### src/rtl/mux_seq_pkg.sv
// Shared types and constants for the mux select sequencer.
package mux_seq_pkg;

  localparam int unsigned SEL_W  = 3;
  localparam int unsigned DATA_W = 8;
  localparam int unsigned GAP_W  = 4;

  typedef enum logic [1:0] {
    ST_IDLE = 2'd0,
    ST_SEND = 2'd1,
    ST_GAP  = 2'd2
  } state_t;

  // First select of a word: 0 when LSB-first, 7 when MSB-first.
  function automatic logic [SEL_W-1:0] sel_first(input logic msb_first);
    return msb_first ? SEL_W'(7) : SEL_W'(0);
  endfunction

  // Final select of a word; the opposite end of the sweep.
  function automatic logic [SEL_W-1:0] sel_last(input logic msb_first);
    return msb_first ? SEL_W'(0) : SEL_W'(7);
  endfunction

endpackage

### src/rtl/sel_counter.sv
// 3-bit select counter: load-to-start, step toward the end, clear to 0.
// tc is registered alongside sel and is high while sel sits on the final position.
module sel_counter
  import mux_seq_pkg::*;
#(
  parameter bit MSB_FIRST = 1'b0
) (
  input  logic             clk,
  input  logic             rst,
  input  logic             load,
  input  logic             step,
  input  logic             clear,
  output logic [SEL_W-1:0] sel,
  output logic             tc
);

  localparam logic [SEL_W-1:0] START   = sel_first(MSB_FIRST);
  localparam logic [SEL_W-1:0] END_SEL = sel_last(MSB_FIRST);

  logic [SEL_W-1:0] sel_step;

  assign sel_step = MSB_FIRST ? (sel - SEL_W'(1)) : (sel + SEL_W'(1));

  // Start and end always differ, so a fresh load never lands on the final bit.
  always_ff @(posedge clk) begin
    if (rst) begin
      sel <= '0;
      tc  <= 1'b0;
    end else if (load) begin
      sel <= START;
      tc  <= 1'b0;
    end else if (step) begin
      sel <= sel_step;
      tc  <= (sel_step == END_SEL);
    end else if (clear) begin
      sel <= '0;
      tc  <= 1'b0;
    end
  end

endmodule

### src/rtl/mux_sel_sequencer.sv
// Parallel-to-serial controller feeding an 8-to-1 mux: holds a word on the
// mux data inputs and sweeps the select one position per clock.
module mux_sel_sequencer
  import mux_seq_pkg::*;
#(
  parameter bit          MSB_FIRST = 1'b0,
  parameter int unsigned GAP       = 0
) (
  input  logic              clk,
  input  logic              rst,
  input  logic [DATA_W-1:0] din,
  input  logic              din_valid,
  output logic              din_ready,
  output logic [DATA_W-1:0] mux_a,
  output logic [SEL_W-1:0]  mux_s,
  output logic              mux_en,
  output logic              last,
  output logic              busy
);

  localparam bit NO_GAP = (GAP == 0);
  localparam logic [GAP_W-1:0] GAP_INIT = NO_GAP ? GAP_W'(0) : GAP_W'(GAP - 1);

  state_t           state, state_next;
  logic [GAP_W-1:0] gap_cnt, gap_next;
  logic             accept;
  logic             cnt_load, cnt_step, cnt_clear;
  logic             en_next;

  // Back-to-back acceptance on the final bit is only offered with no gap.
  assign din_ready = !rst && ((state == ST_IDLE) ||
                              ((state == ST_SEND) && last && NO_GAP));
  assign accept    = din_valid && din_ready;

  sel_counter #(
    .MSB_FIRST(MSB_FIRST)
  ) u_sel_counter (
    .clk  (clk),
    .rst  (rst),
    .load (cnt_load),
    .step (cnt_step),
    .clear(cnt_clear),
    .sel  (mux_s),
    .tc   (last)
  );

  always_ff @(posedge clk) begin
    if (rst) begin
      state   <= ST_IDLE;
      gap_cnt <= '0;
      mux_a   <= '0;
      mux_en  <= 1'b0;
      busy    <= 1'b0;
    end else begin
      state   <= state_next;
      gap_cnt <= gap_next;
      mux_en  <= en_next;
      busy    <= (state_next != ST_IDLE);
      if (cnt_load) mux_a <= din;
    end
  end

  always_comb begin
    state_next = state;
    gap_next   = gap_cnt;
    cnt_load   = 1'b0;
    cnt_step   = 1'b0;
    cnt_clear  = 1'b0;
    en_next    = 1'b0;
    unique case (state)
      ST_IDLE: begin
        if (accept) begin
          cnt_load   = 1'b1;
          en_next    = 1'b1;
          state_next = ST_SEND;
        end
      end
      ST_SEND: begin
        if (!last) begin
          cnt_step = 1'b1;
          en_next  = 1'b1;
        end else if (accept) begin
          cnt_load = 1'b1;
          en_next  = 1'b1;
        end else if (!NO_GAP) begin
          cnt_clear  = 1'b1;
          gap_next   = GAP_INIT;
          state_next = ST_GAP;
        end else begin
          cnt_clear  = 1'b1;
          state_next = ST_IDLE;
        end
      end
      ST_GAP: begin
        if (gap_cnt == '0) state_next = ST_IDLE;
        else               gap_next   = gap_cnt - GAP_W'(1);
      end
      default: state_next = ST_IDLE;
    endcase
  end

endmodule

### config.mk
export PLATFORM = sky130hd
export DESIGN_NAME = mux_sel_sequencer
export DESIGN_NICKNAME = d
export VERILOG_FILES = /design/src/rtl/mux_seq_pkg.sv /design/src/rtl/sel_counter.sv /design/src/rtl/mux_sel_sequencer.sv
export SDC_FILE = /design/constraint.sdc
export NUM_CORES = 1
export LEC_CHECK = 0
export CORE_ASPECT_RATIO = 0.9
export CORE_UTILIZATION = 45
export CTS_BUF_LIST = sky130_fd_sc_hd__clkbuf_16
export CTS_CLUSTER_DIAMETER = 50
export DETAILED_ROUTE_END_ITERATION = 7
export MAX_ROUTING_LAYER = met4
export PLACE_DENSITY_LB_ADDON = 0.1
export SYNTH_ARGS = -nofsm -noshare
export SYNTH_HDL_FRONTEND = slang
export SYNTH_HIERARCHICAL = 1
export SYNTH_SLANG_ARGS = --single-unit
### constraint.sdc
create_clock -name clk -period 3.5 [get_ports clk]
set_input_delay 0.7 -clock clk [delete_from_list [all_inputs] [get_ports clk]]
set_output_delay 0.7 -clock clk [all_outputs]
set_load 0.02 [all_outputs]
# == After elaboration in Yosys (flattened, before gate mapping) ==
# Cells that the tools add are included.
# word_totals
mem_count,0
ram_bits,0
regBits,20
input_bits,11
rom_bits,0
word_cells,43
out_inout_bits,15
latchBits,0
# classes
n_eq_ne,3
n_div,0
order_cmp,0
n_shift,0
muxes,19
n_reduce_logical,11
bitwise_logic,1
n_mul,0
addsub,2
# ops
op,n
1-bit two-way mux,10
2-bit two-way mux,4
3-bit two-way mux,2
2-bit one-hot mux with 3 select lines,1
4-bit zero test,1
1-bit one-hot mux with 2 select lines,2
2-bit nonzero test,2
4-bit by 1-bit subtractor with 4-bit output (second input constant),1
3-bit by 1-bit adder with 3-bit output (second input constant),1
3-bit equality test (second input constant),1
1-bit logical AND,3
2-bit by 1-bit equality test with 1-bit output (second input constant),1
2-bit equality test (second input constant),1
2-bit zero test,1
2-bit AND reduction,1
2-bit OR reduction,1
1-bit zero test,1
1-bit logical OR,1
1-bit inverter,1

# == Depth between registers and ports, before layout ==
# Gate-level depths: netlist (run 1).
# depth
depth_word,10
depth_mapped,6
mapped_depth_nobuf,5

# == Cells and area by module ==
# The synthesis (run 1) kept the hierarchy.
# by_module_without_submodules
module,area_per_inst_um2,cells_each,n_inst
mux_sel_sequencer,693.2,65,1
sel_counter,231.5,21,1

# == Worst setup path before layout (run 1) ==
# OpenSTA, ideal clock, no wires.
# synth_timing
path_type,input -> output
startpoint,input rst
endpoint,output din_ready
arrival_ps,1310
setup_slack_ps,1490
cell_stages,2
cell_sequence,buf_6 -> nor3_1
# synth_via
elab_chain_len,2
# synth_lines
element,line_no,source
from (decl),mux_sel_sequencer.sv:10,"input logic rst,"
1-bit zero test,mux_sel_sequencer.sv:31,assign din_ready = !rst && ((state == ST_IDLE) ||
1-bit logical AND,mux_sel_sequencer.sv:31,
to (decl),mux_sel_sequencer.sv:13,"output logic din_ready,"
# Every way passes these cells.

# == Final worst setup path (run 1) ==
# Same ends and word-level chain as after synthesis.

==> impl_results.md, run 1 <==
- Status: completed
- Standard-cell row count: 15
- WL/cell: 12.3 um
- Final cell count without fillers: 139
- Die Width: 49.8 um
- Post-Synthesis Cells: 86
- Post-synth ARST share: 0
- VDD IR max: 0.371 mV
- Headroom to the max-slew limit: 0.485
- Starting density of the core: 0.478
- Total Neg Setup Slack: 0 ns
- Initial DRC count: 1
- Required @ worst endpoint: 2.80 ns
- Post-cts sizing count: 0
- Total power draw: 551 uW
- Vias: 700
- Worst-Margin Slew: 0.770 ns
- Area of the multi-input gates: 490 um^2
- CTS Root Cell: clkbuf_16
- Placed insts: 135
- Unrepaired setup endpoints after global routing: no
- Clock group share of total power: 0.418
- CTS Sinks: 20
- #FFs+latches synth: 20
- Antenna cell count: 0
- Total GRT Usage: 0.180
- Synth unique cells: 31
- Largest net degree at the start of global routing: 15
- WL met2: 812 um
- Avg Inst Size Synth: 10.8 um^2
- # hold bufs at CTS: 0
- Startpoint Class: input port
- CORE AREA: 1930 um^2
- Power per cell area: 434 nW/um^2
- Main synth FF type: dfxtp_1
- Met1 Wirelength: 811 um
- Post-route clock period utilization: 0.793
- Yosys top cell area share: 0.433
- Initial antenna violation count: 0
- Combinational power share: 0.138
- Fin worst setup slack: 0.725 ns
- Syn. warnings: 6
- Register share of total power: 0.444
- Net Sw Power: 117 uW
- Via/cell ratio: 5.04
- Drt total wl: 1700 um
- First-pass DRT Iterations: 3
- Most common cell in the synthesized netlist: dfxtp_1
- Class of the worst hold path: reg2reg
- Sequential standard cell area: 400 um^2
- CP endpoint kind: primary output
- Achievable clock frequency: 0.360 GHz
- Clock Tree Buf Depth: 2
- Minimum clock period: 2.78 ns
- Detailed-route DRC error count: 0
- Pleak: 0.503 nW
- Clock Latency Late Sink: 0.25 ns
- Max Slew Vio Count: 0
- CTS clk-pin slew, worst paths: 0.05 ns
- Synthesized Nets: 100
- First-pass GRT wire length: 2880 um
- Final Setup Violations: 0
- Type of the worst setup path: in2out
- Int Power: 434 uW
- Sequential share of the synthesized area: 0.433
- CTS tree: yes
- Dpl hpwl: 1240 um
- Largest fanout on the critical path: 7
- Total gr overflow: 0
- DIE HEIGHT: 45.0 um
- Top cells by count, synth: dfxtp_1 (20), nor2_1 (8), nor2b_1 (7)
- Layout cells sized above 1: 0.105
- Top cell type by total area after synthesis: dfxtp_1
- # IOs: 26
- DP Worst Slack: 0.673 ns
- Clock skew: 0.00306 ns
- Post-DRT Antenna Nets: 0
- Final Hold Fails: 0
- Hold slack: 0.518 ns
- Top Metal Used: met4
- Synth area leaders: dfxtp_1 (43%), mux2_1 (7.3%), mux2_4 (4.9%)
- Area growth, synth to finish: 37.3%
- # H-tree levels: 1
- Vias in the first global route: 646
- Final-layout fill cell count: 156
- Max-Cap Viols: 0
- Die Area: 2240 um^2
- Net Sw Frac: 0.213
- Critical Path AT: 2.08 ns
- Synthesized area: 925 um^2
- Met3 Wirelength: 68 um
- Cts bufs inserted: 3
- Nets: 129
- PortBufs: 25
- GP Congestion: 0.766
- Setup bufs post-CTS: 0
- Post-synth EDFFs: 0
## flip-flops by register name (all words and copies together) (netlist names)
| signal | count |
|---|---|
| busy | 1 |
| u_sel_counter/sel | 3 |
| mux_en | 1 |
| state | 2 |
| gap_cnt | 4 |
| u_sel_counter/tc | 1 |
| mux_a | 8 |
## kinds of logic (layout without fill, tap and decap cells)
kind of cell / Yosys count / in the layout / share of synthesized area
fa+ha+maj: 3 / 3 / 0.0406
simple gates: 33 / 33 / 0.231
flops: 20 / 20 / 0.433
xor+xnor: 1 / 1 / 0.00947
buf+inv: 5 / 33 / 0.0365
compound gates: 12 / 12 / 0.0920
mux: 12 / 12 / 0.157
## power by group through the flow
| stage | Sequential [mW] | Clock [mW] | Combinational [mW] |
|---|---|---|---|
| floorplan | 0.260 | 0 | 0.0286 |
| global placement | 0.249 | 0 | 0.0753 |
| detailed placement | 0.249 | 0 | 0.0764 |
| CTS | 0.245 | 0.237 | 0.0771 |
| global route | 0.246 | 0.246 | 0.0817 |
| finish | 0.244 | 0.230 | 0.0762 |
## layer usage
layer,GRT usage,vias to the layer above
li1,-,354
met1,0.206,328
met2,0.311,16
met3,0.0505,2
met4,0.0514,0
met5,-,-
## worst max-delay path: stages
cell             delay, ns
clkdlybuf4s50_1       0.51
nor3_1                0.22
clkdlybuf4s50_1       0.64
## final timing paths
kind                                            from                   end  slack (ns)  cells after the start
worst max register to register      u_sel_counter/tc  u_sel_counter/sel[2]        1.48                      5
worst min-delay path            u_sel_counter/sel[2]  u_sel_counter/sel[2]        0.52                      1
worst max-delay path                             rst             din_ready        0.72                      3
worst min register to register  u_sel_counter/sel[2]  u_sel_counter/sel[2]        0.52                      1
## area by class of cell
class | instances | share of cell area
Clock inverter | 1 | 0.00296
Inverter | 3 | 0.00887
Multi-Input combinational cell | 61 | 0.386
Sequential cell | 20 | 0.315
Timing Repair Buffer | 26 | 0.203
Clock buffer | 3 | 0.0591
Tap cell | 25 | 0.0246
## cells in the final DEF (no fill, tap or decap)
master / instances
xnor2_1: 1
clkbuf_16: 3
or4_1: 1
nand4bb_1: 1
a21oi_1: 5
o21bai_1: 1
nor2b_1: 7
a21o_1: 1
nand2b_1: 1
inv_1: 3
mux2_4: 3
ha_1: 3
or2b_1: 2
o21ai_0: 1
nor3_1: 1
nor2_1: 8
nor4bb_1: 1
nor3b_1: 1
buf_4: 1
or3b_1: 3
clkdlybuf4s50_1: 25
mux2_2: 2
o21a_1: 2
clkinv_1: 1
and3b_1: 1
nand3b_1: 1
dfxtp_1: 20
o22ai_2: 1
mux2i_1: 1
and2b_1: 3
a211oi_2: 1
or3_1: 1
or2_2: 1
mux2_1: 6
## through the flow
| step | cell area (um^2) | utilization |
|---|---|---|
| final | 1270 | 0.657 |
| after floorplan | 925 | - |
| after global routing | 1270 | 0.657 |
| after global placement | 1190 | 0.616 |
| after CTS | 1270 | 0.657 |
| after detailed placement | 1190 | 0.616 |
Power figures use the tool's default switching activity.
==> run 2: changes to the inputs <==
--- a/config.mk
+++ b/config.mk
@@ -6,7 +6,7 @@
 export NUM_CORES = 1
 export LEC_CHECK = 0
 export CORE_ASPECT_RATIO = 0.9
-export CORE_UTILIZATION = 45
+export CORE_UTILIZATION = 41
 export CTS_BUF_LIST = sky130_fd_sc_hd__clkbuf_16
 export CTS_CLUSTER_DIAMETER = 50
 export DETAILED_ROUTE_END_ITERATION = 7
==> constraint.sdc (replaced) <==
create_clock -name clk -period 2.3 [get_ports clk]
set_input_delay 0.46 -clock clk [delete_from_list [all_inputs] [get_ports clk]]
set_output_delay 0.46 -clock clk [all_outputs]
set_load 0.02 [all_outputs]
==> run 2 against run 1 <==
Design area grew 2.6%. Sequential power is 52% higher. Worst hold slack gained 0.0013 ns. Worst setup slack got worse by 0.28 ns. First-iteration DRC count is 100% higher. Register-to-register slack got worse by 0.79 ns. Sequential share of layout area shrank 0.79 points. Clock-buffer cell count unchanged. Wire length increased by 0.59%. Via count grew 0.29%. Non-clock buffer count is 4 higher. Critical endpoint unchanged. Largest cell class unchanged.
==> impl_results.md, run 2 (synthesis gave the netlist of run 1 again) <==
- Initial antenna violation count: 0 (unchanged)
- Fin worst setup slack: 0.442 ns (-0.283 ns)
- Total GRT Usage: 0.173 (-0.00689)
- WL met2: 801 um (-1.4%)
- WL/cell: 12.0 um (-2.2%)
- Unrepaired setup endpoints after global routing: no
- PortBufs: 25 (unchanged)
- Type of the worst setup path: in2out
- Startpoint Class: input port
- Minimum clock period: 1.86 ns
- Class of the worst hold path: reg2reg
- Status: completed
- Required @ worst endpoint: 1.84 ns (-0.96 ns)
- Top Metal Used: met3
- Max Slew Vio Count: 0 (unchanged)
- GP Congestion: 0.700 (-8.6%)
- Sequential standard cell area: 400 um^2 (unchanged)
- Post-route clock period utilization: 0.808
- DP Area: 1220 um^2 (+2.5%)
- DIE HEIGHT: 47.1 um (+4.5%)
- Met1 Wirelength: 806 um (-0.62%)
- Largest net degree at the start of global routing: 13 (-2)
- Final core occ: 0.649 (-0.00836)
- Antenna cell count: 0 (unchanged)
- # IOs: 26 (unchanged)
- Final cell count without fillers: 143 (+2.9%)
- Headroom to the max-slew limit: 0.851 (+0.365)
- CORE AREA: 2010 um^2 (+3.9%)
- Total gr overflow: 0 (unchanged)
- CP endpoint kind: primary output
- CTS Sinks: 20 (unchanged)
- DP Worst Slack: 0.0668 ns (-0.606 ns)
- # H-tree levels: 1 (unchanged)
- Hold slack: 0.520 ns (+0.00128 ns)
- Commonest non-fill, non-tap cell in the layout: clkdlybuf4s50_1
- Cts bufs inserted: 3 (unchanged)
- VDD IR max: 0.716 mV (+93%)
- Standard-cell row count: 15 (unchanged)
- Power per cell area: 650 nW/um^2 (+50%)
- Dpl hpwl: 1270 um (+2.6%)
- Pleak: 0.536 nW (+6.5%)
- Top reg by flops: mux_a
- CTS tree: yes
- Detailed-route DRC error count: 0 (unchanged)
- CTS clk-pin slew, worst paths: 0.05 ns (about the same)
- First-pass GRT wire length: 2860 um (-0.49%)
- Drt total wl: 1710 um (+0.59%)
- Registers with the highest flip-flop counts: mux_a: 8 flops, gap_cnt: 4 flops, u_sel_counter/sel: 3 flops
- Nets: 133 (+3.1%)
- Starting density of the core: 0.460 (-0.0179)
- CTS Root Cell: clkbuf_16
- Post-DRT Antenna Nets: 0 (unchanged)
- Worst-Margin Slew: 0.221 ns (-0.550 ns)
- Via/cell ratio: 4.91 (-2.5%)
- Met3 Wirelength: 105 um (+54%)
- Final Setup Violations: 0 (unchanged)
- Critical Path AT: 1.40 ns (-0.68 ns)
- Vias: 702 (+0.29%)
- Final instance area: 1300 um^2 (+2.6%)
- Total power draw: 847 uW (+54%)
- Clock Tree Buf Depth: 2 (unchanged)
- Most frequent cells in the layout: clkdlybuf4s50_1 (24), dfxtp_1 (20), nor2_1 (8)
- Placed insts: 139 (+3.0%)
- # hold bufs at CTS: 0 (unchanged)
- Layout cells sized above 1: 0.136 (+0.0303)
- Achievable clock frequency: 0.538 GHz
- Clock Latency Late Sink: 0.25 ns (about the same)
- Area of the multi-input gates: 490 um^2 (unchanged)
- Initial DRC count: 2 (+1)
- Die Area: 2450 um^2 (+9.3%)
- First-pass DRT Iterations: 2 (-1)
- Clock skew: 0.00274 ns (-0.000325 ns)
- Final-layout fill cell count: 157 (+0.64%)
- Largest fanout on the critical path: 4 (-3)
- Max FFs per register: 8 (unchanged)
- Die Width: 52.1 um (+4.6%)
- Total Neg Setup Slack: 0 ns (unchanged)
- Vias in the first global route: 645 (-0.15%)
- Final Hold Fails: 0 (unchanged)
- Max-Cap Viols: 0 (unchanged)
- Area growth, synth to finish: 40.9%
run 2: cell types whose count changed in the layout (fill, tap and decap cells not counted):
cell,change
buf_4,+4
clkdlybuf4s50_1,-1
dlymetal6s2s_1,+1
run 2: final timing paths:
kind | start | end | slack, ns | cells past startpoint
max reg2reg | u_sel_counter/tc | u_sel_counter/tc | 0.69 | 6
min | gap_cnt[3] | gap_cnt[3] | 0.52 | 2
max | rst | din_ready | 0.44 | 3
min reg2reg | gap_cnt[3] | gap_cnt[3] | 0.52 | 2
run 2: layout make-up:
class	instances	area share
multi-input cells	61	0.377
flip-flops and latches	20	0.307
repair buffers	30	0.223
clock buffers	3	0.0576
well taps	25	0.0240
inverters	3	0.00865
clock inverters	1	0.00288
run 2: power breakdown:
| part | switching [mW] | internal, mW | leakage (nW) |
|---|---|---|---|
| registers | 0.00836 | 0.363 | 0.164 |
| logic | 0.0509 | 0.0690 | 0.334 |
| clock network | 0.125 | 0.231 | 0.0385 |
run 2: timing repair:
action,4_1_cts,5_1_grt
gates resized for setup,0,1
setup endpoints to repair,0,1
buffers inserted,0,0
run 2: routing by layer:
metal | up-vias | track usage
li1 | 360 | -
met1 | 319 | 0.210
met2 | 23 | 0.267
met3 | 0 | 0.0680
met4 | 0 | 0.0486
met5 | - | -
run 2: worst max-delay path: stages:
cell	delay, ns
clkdlybuf4s50_1	0.46
nor3_1	0.22
dlymetal6s2s_1	0.25
